==> config.mk <==
export PLATFORM = sky130hd
export DESIGN_NAME = fwd_scoreboard
export DESIGN_NICKNAME = d
export VERILOG_FILES = /design/src/rtl/fwd_scoreboard.sv
export SDC_FILE = /design/constraint.sdc
export NUM_CORES = 1
export LEC_CHECK = 0
export CAP_MARGIN = 40
export CELL_PAD_IN_SITES_DETAIL_PLACEMENT = 1
export CELL_PAD_IN_SITES_GLOBAL_PLACEMENT = 1
export CORE_MARGIN = 3
export CORE_UTILIZATION = 40
export CTS_BUF_LIST = sky130_fd_sc_hd__clkbuf_2 sky130_fd_sc_hd__clkbuf_4 sky130_fd_sc_hd__clkbuf_8
export DETAILED_ROUTE_END_ITERATION = 6
export DONT_BUFFER_PORTS = 1
export GPL_TIMING_DRIVEN = 0
export PLACE_DENSITY_LB_ADDON = 0.1
export SLEW_MARGIN = 20
export SYNTH_ARGS = -nofsm -noshare
export SYNTH_HDL_FRONTEND = slang
export SYNTH_SLANG_ARGS = --single-unit
==> constraint.sdc <==
create_clock -name clk -period 6.8 [get_ports clk]
set_input_delay 1.36 -clock clk [delete_from_list [all_inputs] [get_ports clk]]
set_output_delay 1.36 -clock clk [all_outputs]
set_load 0.02 [all_outputs]
==> src/rtl/fwd_scoreboard.sv <==
// Register scoreboard for variable-latency producers.
// Decides, per ID source operand, bypass-bus forward, writeback forward or stall.
module fwd_scoreboard #(
   parameter int NREG   = 32,
   parameter int AW     = 5,
   parameter int MAXLAT = 7,
   parameter int LW     = 3,
   parameter int UW     = 2
) (
   input  logic            clk,
   input  logic            rst_n,
   input  logic            issue_valid,
   input  logic [AW-1:0]   issue_rs,
   input  logic [AW-1:0]   issue_rt,
   input  logic            issue_uses_rs,
   input  logic            issue_uses_rt,
   input  logic            issue_regwr,
   input  logic [AW-1:0]   issue_rd,
   input  logic [LW-1:0]   issue_lat,
   input  logic [UW-1:0]   issue_unit,
   input  logic            flush,
   input  logic            wb_valid,
   input  logic [AW-1:0]   wb_rd,
   output logic            stall,
   output logic            rs_fwd_en,
   output logic [UW-1:0]   rs_fwd_unit,
   output logic            rs_fwd_wb,
   output logic            rt_fwd_en,
   output logic [UW-1:0]   rt_fwd_unit,
   output logic            rt_fwd_wb,
   output logic [NREG-1:0] busy_vec,
   output logic [AW:0]     busy_count
);

   typedef struct packed {
      logic          raw;
      logic          fwd_en;
      logic          fwd_wb;
      logic [UW-1:0] unit;
   } src_res_t;

   logic [NREG-1:0] busy_q, busy_d;
   logic [LW-1:0]   cnt_q  [NREG];
   logic [LW-1:0]   cnt_d  [NREG];
   logic [UW-1:0]   unit_q [NREG];
   logic [UW-1:0]   unit_d [NREG];
   logic [AW:0]     count_q, count_d;

   src_res_t        rs_res, rt_res;
   logic            waw, acc;
   logic [LW-1:0]   lat_sat;

   // Writeback hit outranks the bypass bus: the scoreboard entry is stale that cycle.
   function automatic src_res_t eval_src(input logic [AW-1:0] s, input logic uses);
      src_res_t r;
      r = '0;
      if (uses && s != '0) begin
         if (wb_valid && wb_rd == s) begin
            r.fwd_wb = 1'b1;
         end else if (busy_q[s] && cnt_q[s] == '0) begin
            r.fwd_en = 1'b1;
            r.unit   = unit_q[s];
         end else if (busy_q[s]) begin
            r.raw = 1'b1;
         end
      end
      return r;
   endfunction

   always_comb begin
      rs_res = eval_src(issue_rs, issue_uses_rs);
      rt_res = eval_src(issue_rt, issue_uses_rt);
      waw    = issue_regwr && issue_rd != '0 && busy_q[issue_rd] &&
               !(wb_valid && wb_rd == issue_rd);
      stall  = issue_valid && (rs_res.raw || rt_res.raw || waw);
      acc    = issue_valid && !stall && !flush;
      lat_sat = (int'(issue_lat) > MAXLAT) ? LW'(MAXLAT) : issue_lat;
   end

   assign rs_fwd_en   = rs_res.fwd_en;
   assign rs_fwd_unit = rs_res.unit;
   assign rs_fwd_wb   = rs_res.fwd_wb;
   assign rt_fwd_en   = rt_res.fwd_en;
   assign rt_fwd_unit = rt_res.unit;
   assign rt_fwd_wb   = rt_res.fwd_wb;

   // Later assignments win: countdown, then writeback clear, then new issue.
   always_comb begin
      busy_d = busy_q;
      cnt_d  = cnt_q;
      unit_d = unit_q;
      for (int unsigned i = 0; i < NREG; i++) begin
         if (busy_q[i] && cnt_q[i] != '0) cnt_d[i] = cnt_q[i] - LW'(1);
      end
      if (wb_valid && wb_rd != '0) begin
         busy_d[wb_rd] = 1'b0;
         cnt_d[wb_rd]  = '0;
      end
      if (acc && issue_regwr && issue_rd != '0) begin
         busy_d[issue_rd] = 1'b1;
         cnt_d[issue_rd]  = lat_sat;
         unit_d[issue_rd] = issue_unit;
      end
      busy_d[0] = 1'b0;
      count_d = '0;
      for (int unsigned i = 0; i < NREG; i++) begin
         count_d = count_d + (AW+1)'(busy_d[i]);
      end
   end

   always_ff @(posedge clk or negedge rst_n) begin
      if (!rst_n) begin
         busy_q  <= '0;
         count_q <= '0;
         for (int unsigned i = 0; i < NREG; i++) begin
            cnt_q[i]  <= '0;
            unit_q[i] <= '0;
         end
      end else begin
         busy_q  <= busy_d;
         count_q <= count_d;
         cnt_q   <= cnt_d;
         unit_q  <= unit_d;
      end
   end

   assign busy_vec   = busy_q;
   assign busy_count = count_q;

endmodule

Word level (Yosys, flattened, before mapping)
Index checks and enable logic that the tools add are counted.

storage, ports and cells
  bits in registers = 197
  logic and storage cells = 325
  input port bits = 33

operators by class
  add/sub/neg operators = 61
  order comparisons = 12
  bitwise gates (word level) = 9
  reduce and logical (&&, ||, !) cells = 93
  equality and inequality tests = 3
  mux-type cells = 81

operators by type and width
  operator                                                    number
  two-way mux 96 bit                                          2
  adder 6 x 1 -> 6 bit                                        25
  two-way mux 3 bit                                           37
  bitwise AND 96 bit                                          1
  bitwise mux 96 bit                                          1
  inverter 96 bit                                             1
  nonzero test 3 bit                                          31
  subtractor 3 x 1 -> 3 bit, second input constant            31
  bitwise mux 64 bit                                          1
  two-way mux 32 bit                                          2
  logical AND 1 bit                                           51
  bitwise AND 32 bit                                          1
  inverter 32 bit                                             1
  OR 32 bit                                                   1
  binary-select mux 3 bit (select 5 bit)                      2
  demux 3 bit (select 5 bit)                                  2
  >= comparator 6 bit, second input constant                  4
  less-than comparator 5 x 6 -> 1 bit, second input constant  4
  inverter 5 -> 6 bit                                         4
  two-way mux 2 bit                                           11
  binary-select mux 2 bit (select 5 bit)                      2
  nonzero test 5 bit                                          4
  binary-select mux 1 bit (select 5 bit)                      3
  equality test 5 bit                                         3
  other kinds (14)                                            34

Logic depth before layout (Yosys ltp)
  depth after elaboration = 48
  depth in mapped cells = 28
  gate-level depth less buffers = 24

Worst setup path after synthesis
No wires, ideal clock.

  kind = input -> register
  start = input issue_rs[1]
  end = register count_q[4], in the netlist busy_count[4]
  setup slack = -1388 ps
  setup time = 80 ps
  stages on the path = 26
  arrival = 8108 ps
  cells stage by stage = buf_6 -> or4_1 -> and3_1 -> o311a_1 -> a2111oi_4 -> a41o_4 -> buf_6 -> and3_1 -> buf_4 -> a21oi_1 -> fa_1 -> inv_1 -> fa_1 -> fa_1 -> inv_1 -> fa_1 -> inv_1 -> fa_1 -> inv_1 -> fa_1 -> inv_1 -> fa_1 -> fa_1 -> a21o_1 -> a21oi_1 -> xnor2_1

between the ends
  word-level cells in the longest chain between the ends = 48
  elaborated cells between the ends (all ways) = 55

RTL lines
  what                                                   RTL line  RTL
  start: declaration                                     13        input logic [AW-1:0] issue_rs,
  inverter 5 -> 6 bit (implied by the code)              60        end else if (busy_q[s] && cnt_q[s] == '0) begin
  binary-select mux 3 bit (select 5 bit)                 60
  two-way mux 3 bit (implied by the code) (2 in series)  60
  logical NOT 3 bit                                      60
  logical AND 1 bit                                      60
  two-way mux 1 bit                                      60
  two-way mux 2 bit                                      58        if (wb_valid && wb_rd == s) begin
  two-way mux 5 bit *                                    57        if (uses && s != '0) begin
  [... 9 more ...]                                       --
  adder 1 x 1 -> 2 bit                                   107       count_d = count_d + (AW+1)'(busy_d[i]);
  adder 2 x 1 -> 3 bit                                   107
  adder 3 x 1 -> 4 bit                                   107
  adder 4 x 1 -> 5 bit                                   107
  adder 5 x 1 -> 6 bit                                   107
  adder 6 x 1 -> 6 bit (24 in series)                    107
  adder 6 x 1 -> 6 bit *                                 107
  via count_d[4]                                         47        logic [AW:0] count_q, count_d;
  end signal: assignment                                 121       count_q <= count_d;
  end: declaration                                       47

The timed path passes the listed nets; every way through them passes the cells marked *. The select of a mux whose other input is x is not followed.
A chain may end at the register's enable or synchronous reset.

Final worst setup path
Ends and elaborated chain as after synthesis.

==> results.json <==
{
  "outcome": "finished with violations",
  "violations": "negative setup slack",
  "synth-main-ff-cell": "dfrtp_1",
  "fmax_mhz": 132,
  "final_common_cell": "dfrtp_1",
  "grt_pass1_vias": 12300,
  "cts_sinks": 197,
  "synth_nets": 1518,
  "yosysWarnings": 0,
  "start_util": 0.407,
  "max_slew_margin": 0.398,
  "dr.pass1.iters": 5,
  "cp.required_ns": 7.25,
  "critPathLaunchType": "input pin",
  "routedWlPerCell_um": 27.9,
  "drv_cap": 0,
  "routed_via_density": 6.01,
  "synth_area_leaders": "dfrtp_1, mux4_2, mux2_2",
  "r2r-end": "busy_count[4]$_DFF_PN0_",
  "hold_path_class": "reg -> reg",
  "critPathMaxStageDelay_ns": 0.58,
  "cp-end-kind": "flip-flop",
  "ys_seq_elements": 197,
  "synth-edff-count": 0,
  "path_class": "in -> reg",
  "drv_slew": 0,
  "powerDensity_nw_per_um2": 337,
  "p_leak_nw": 7.40,
  "worst_pin_slew_ns": 0.903,
  "min_delay_path_depth": 1,
  "setup_viol": 6,
  "ff2ff_path_depth": 22,
  "vias": 11600,
  "grt_max_degree": 198,
  "first_iter_violations": 898,
  "power_mw": 5.57,
  "hold_viol": 0,
  "async_flop_share": 1.00,
  "hold_path_end": "unit_q[63]$_DFFE_PN0P_",
  "die_w_um": 196,
  "dpl.hpwl_um": 39900,
  "crit_buf_inv": 5,
  "io_pins": 80,
  "port_buffers": 0,
  "antenna_left": 0,
  "drcViolationCount": 0,
  "holdWs_ns": 0.496,
  "rsz0062_at_grt": "yes",
  "antenna_cells": 0,
  "syn_inst": 1393,
  "multiInputGateArea_um2": 9000,
  "post-route-min-period_ns": 7.59,
  "clk_latency_ns": 0.54,
  "antenna_found_initial": 1,
  "cts-hold-fix-buffers": 0,
  "min_from": "unit_q[63]$_DFFE_PN0P_",
  "cp_cell_sequence": "buf_16, or4_4, and3_4, o311a_4, a2111oi_4, a41o_4, buf_12, nand3_4, o21a_1, fa_2, fa_1, fa_2, fa_1, inv_1, fa_1, inv_1, fa_1, inv_2, fa_2, fa_2, a21o_1, a21oi_2, xnor2_1",
  "num_rows": 69,
  "grt_first_pass_wirelength_um": 80800,
  "min_period_over_period": 1.12,
  "vdd_drop_max_mv": 0.237,
  "grt_use_total": 0.284,
  "synth_top_cell_area_share": 0.340,
  "clock_skew_ns": 0.0302,
  "cp_slowest_cell": "fa_1",
  "final_cells": 1931,
  "syn_avg_cell_area_um2": 10.4,
  "r2r-start": "cnt_q[24]$_DFF_PN0_",
  "synth_cell_type_count": 69,
  "cts_max_level": 4,
  "core_um2": 35700,
  "num-fill-cells": 3897,
  "critPathTopFamily": "adder cells",
  "fin_ws_ns": -0.791,
  "clk_pin_slew_worst_paths_ns": 0.11,
  "finalWirelength_um": 53900,
  "gp_congestion": 0.945,
  "root_buffer": "clkbuf_8",
  "grt-ovfl-total": 0,
  "cts_tree": "yes",
  "finalSetupTns_ns": -3.40,
  "numCtsBuffers": 17,
  "drive_gt1_frac": 0.279,
  "syn_area_um2": 14500,
  "ff2ff_setup_slack_ns": -0.62,
  "yosysTopAreaCell": "dfrtp_1",
  "clockBufferDepth": 2,
  "place_ws_ns": -2.33,
  "syn2layout_area_growth_pct": 14.1,
  "dieArea_um2": 38600,
  "seq_area_frac_synth": 0.340,
  "seqCellArea_um2": 4930,
  "cp.arrival_ns": 8.05,
  "layout_common_cells": "dfrtp_1, nor2_1, inv_1",
  "dpl.cell_count": 1859,
  "die_h_um": 196,
  "nets": 1583,
  "critPathMaxFanout": 7
}
[Yosys cell counts (10+ instances only)]
cell type / number
o21ai_0: 27
buf_2: 21
nand3_1: 10
clkbuf_1: 42
or2_2: 14
nor2b_1: 32
a21o_1: 14
mux2i_1: 26
nor3_1: 58
nand3_4: 13
inv_1: 140
nor2_1: 164
xnor2_1: 40
and3_1: 19
mux2_1: 34
nand2_1: 31
nor4_1: 23
a21oi_1: 22
buf_4: 17
xor2_1: 13
dfrtp_1: 197
mux2_2: 119
a211oi_1: 52
mux4_2: 61
fa_1: 23
ha_1: 69
nand2b_1: 11
[area by class of cell]
| cell class | count | share of cell area |
|---|---|---|
| tap | 461 | 0.0349 |
| sequential | 197 | 0.298 |
| clock inverter | 14 | 0.00900 |
| buffer | 87 | 0.0423 |
| clock buffer | 17 | 0.0141 |
| multi-input combinational | 967 | 0.544 |
| timing repair buffer | 48 | 0.0261 |
| inverter | 140 | 0.0320 |
[sequential cells by signal (all words and copies together) (netlist names)]
| signal | count |
|---|---|
| busy_vec | 31 |
| busy_count | 6 |
| cnt_q | 96 |
| unit_q | 64 |
[logic make-up (layout without fill, tap and decap cells)]
kind of cell | after synthesis | after routing | share of synthesized area
AO/OA/AOI/OAI | 169 | 170 | 0.0838
XOR/XNOR | 53 | 53 | 0.0320
adder cells (fa/ha/maj) | 92 | 92 | 0.0913
buffers and inverters | 230 | 306 | 0.0692
flip-flops | 197 | 197 | 0.340
multiplexers | 240 | 240 | 0.232
other | 1 | 1 | 0.000259
AND/OR/NAND/NOR | 411 | 411 | 0.152
[worst max-delay path by stage]
stage                      startpoint                      end  slack, ns  cells past startpoint
after floorplan           issue_rs[1]  busy_count[4]$_DFF_PN0_      -0.83                     26
after global placement    issue_rs[2]  busy_count[4]$_DFF_PN0_      -2.53                     25
after detailed placement  issue_rs[2]  busy_count[4]$_DFF_PN0_      -2.33                     26
after CTS                 issue_rs[1]  busy_count[4]$_DFF_PN0_      -0.76                     24
after global routing      issue_rs[1]  busy_count[4]$_DFF_PN0_      -0.90                     25
final                     issue_rs[1]  busy_count[4]$_DFF_PN0_      -0.79                     23
[power breakdown]
part	leakage, nW	internal, mW	switching [mW]
Combinational	4.74	1.35	1.41
Sequential	2.47	1.53	0.465
Clock	0.198	0.329	0.482
Total	7.40	3.21	2.36
[layer usage]
layer | vias to the layer above | share of wire | GRT usage
li1 | 5077 | - | -
met1 | 6102 | 0.44 | 0.386
met2 | 348 | 0.47 | 0.459
met3 | 76 | 0.064 | 0.0537
met4 | 2 | 0.032 | 0.101
met5 | - | 0.00024 | 0
[through the flow]
step / area, um2 / util
final: 16500 / 0.464
after global routing: 16500 / 0.464
after CTS: 16400 / 0.459
after detailed placement: 15200 / 0.427
after global placement: 15200 / 0.425
after floorplan: 14600 / -
[what timing repair did]
| action | 4_1_cts | 5_1_grt |
|---|---|---|
| cloned | 2 | 0 |
| pin swaps | 23 | 10 |
| buffers inserted | 34 | 6 |
| setup endpoints to repair | 6 | 6 |
| gates resized for setup | 119 | 25 |
Power figures use the tool's default switching activity.
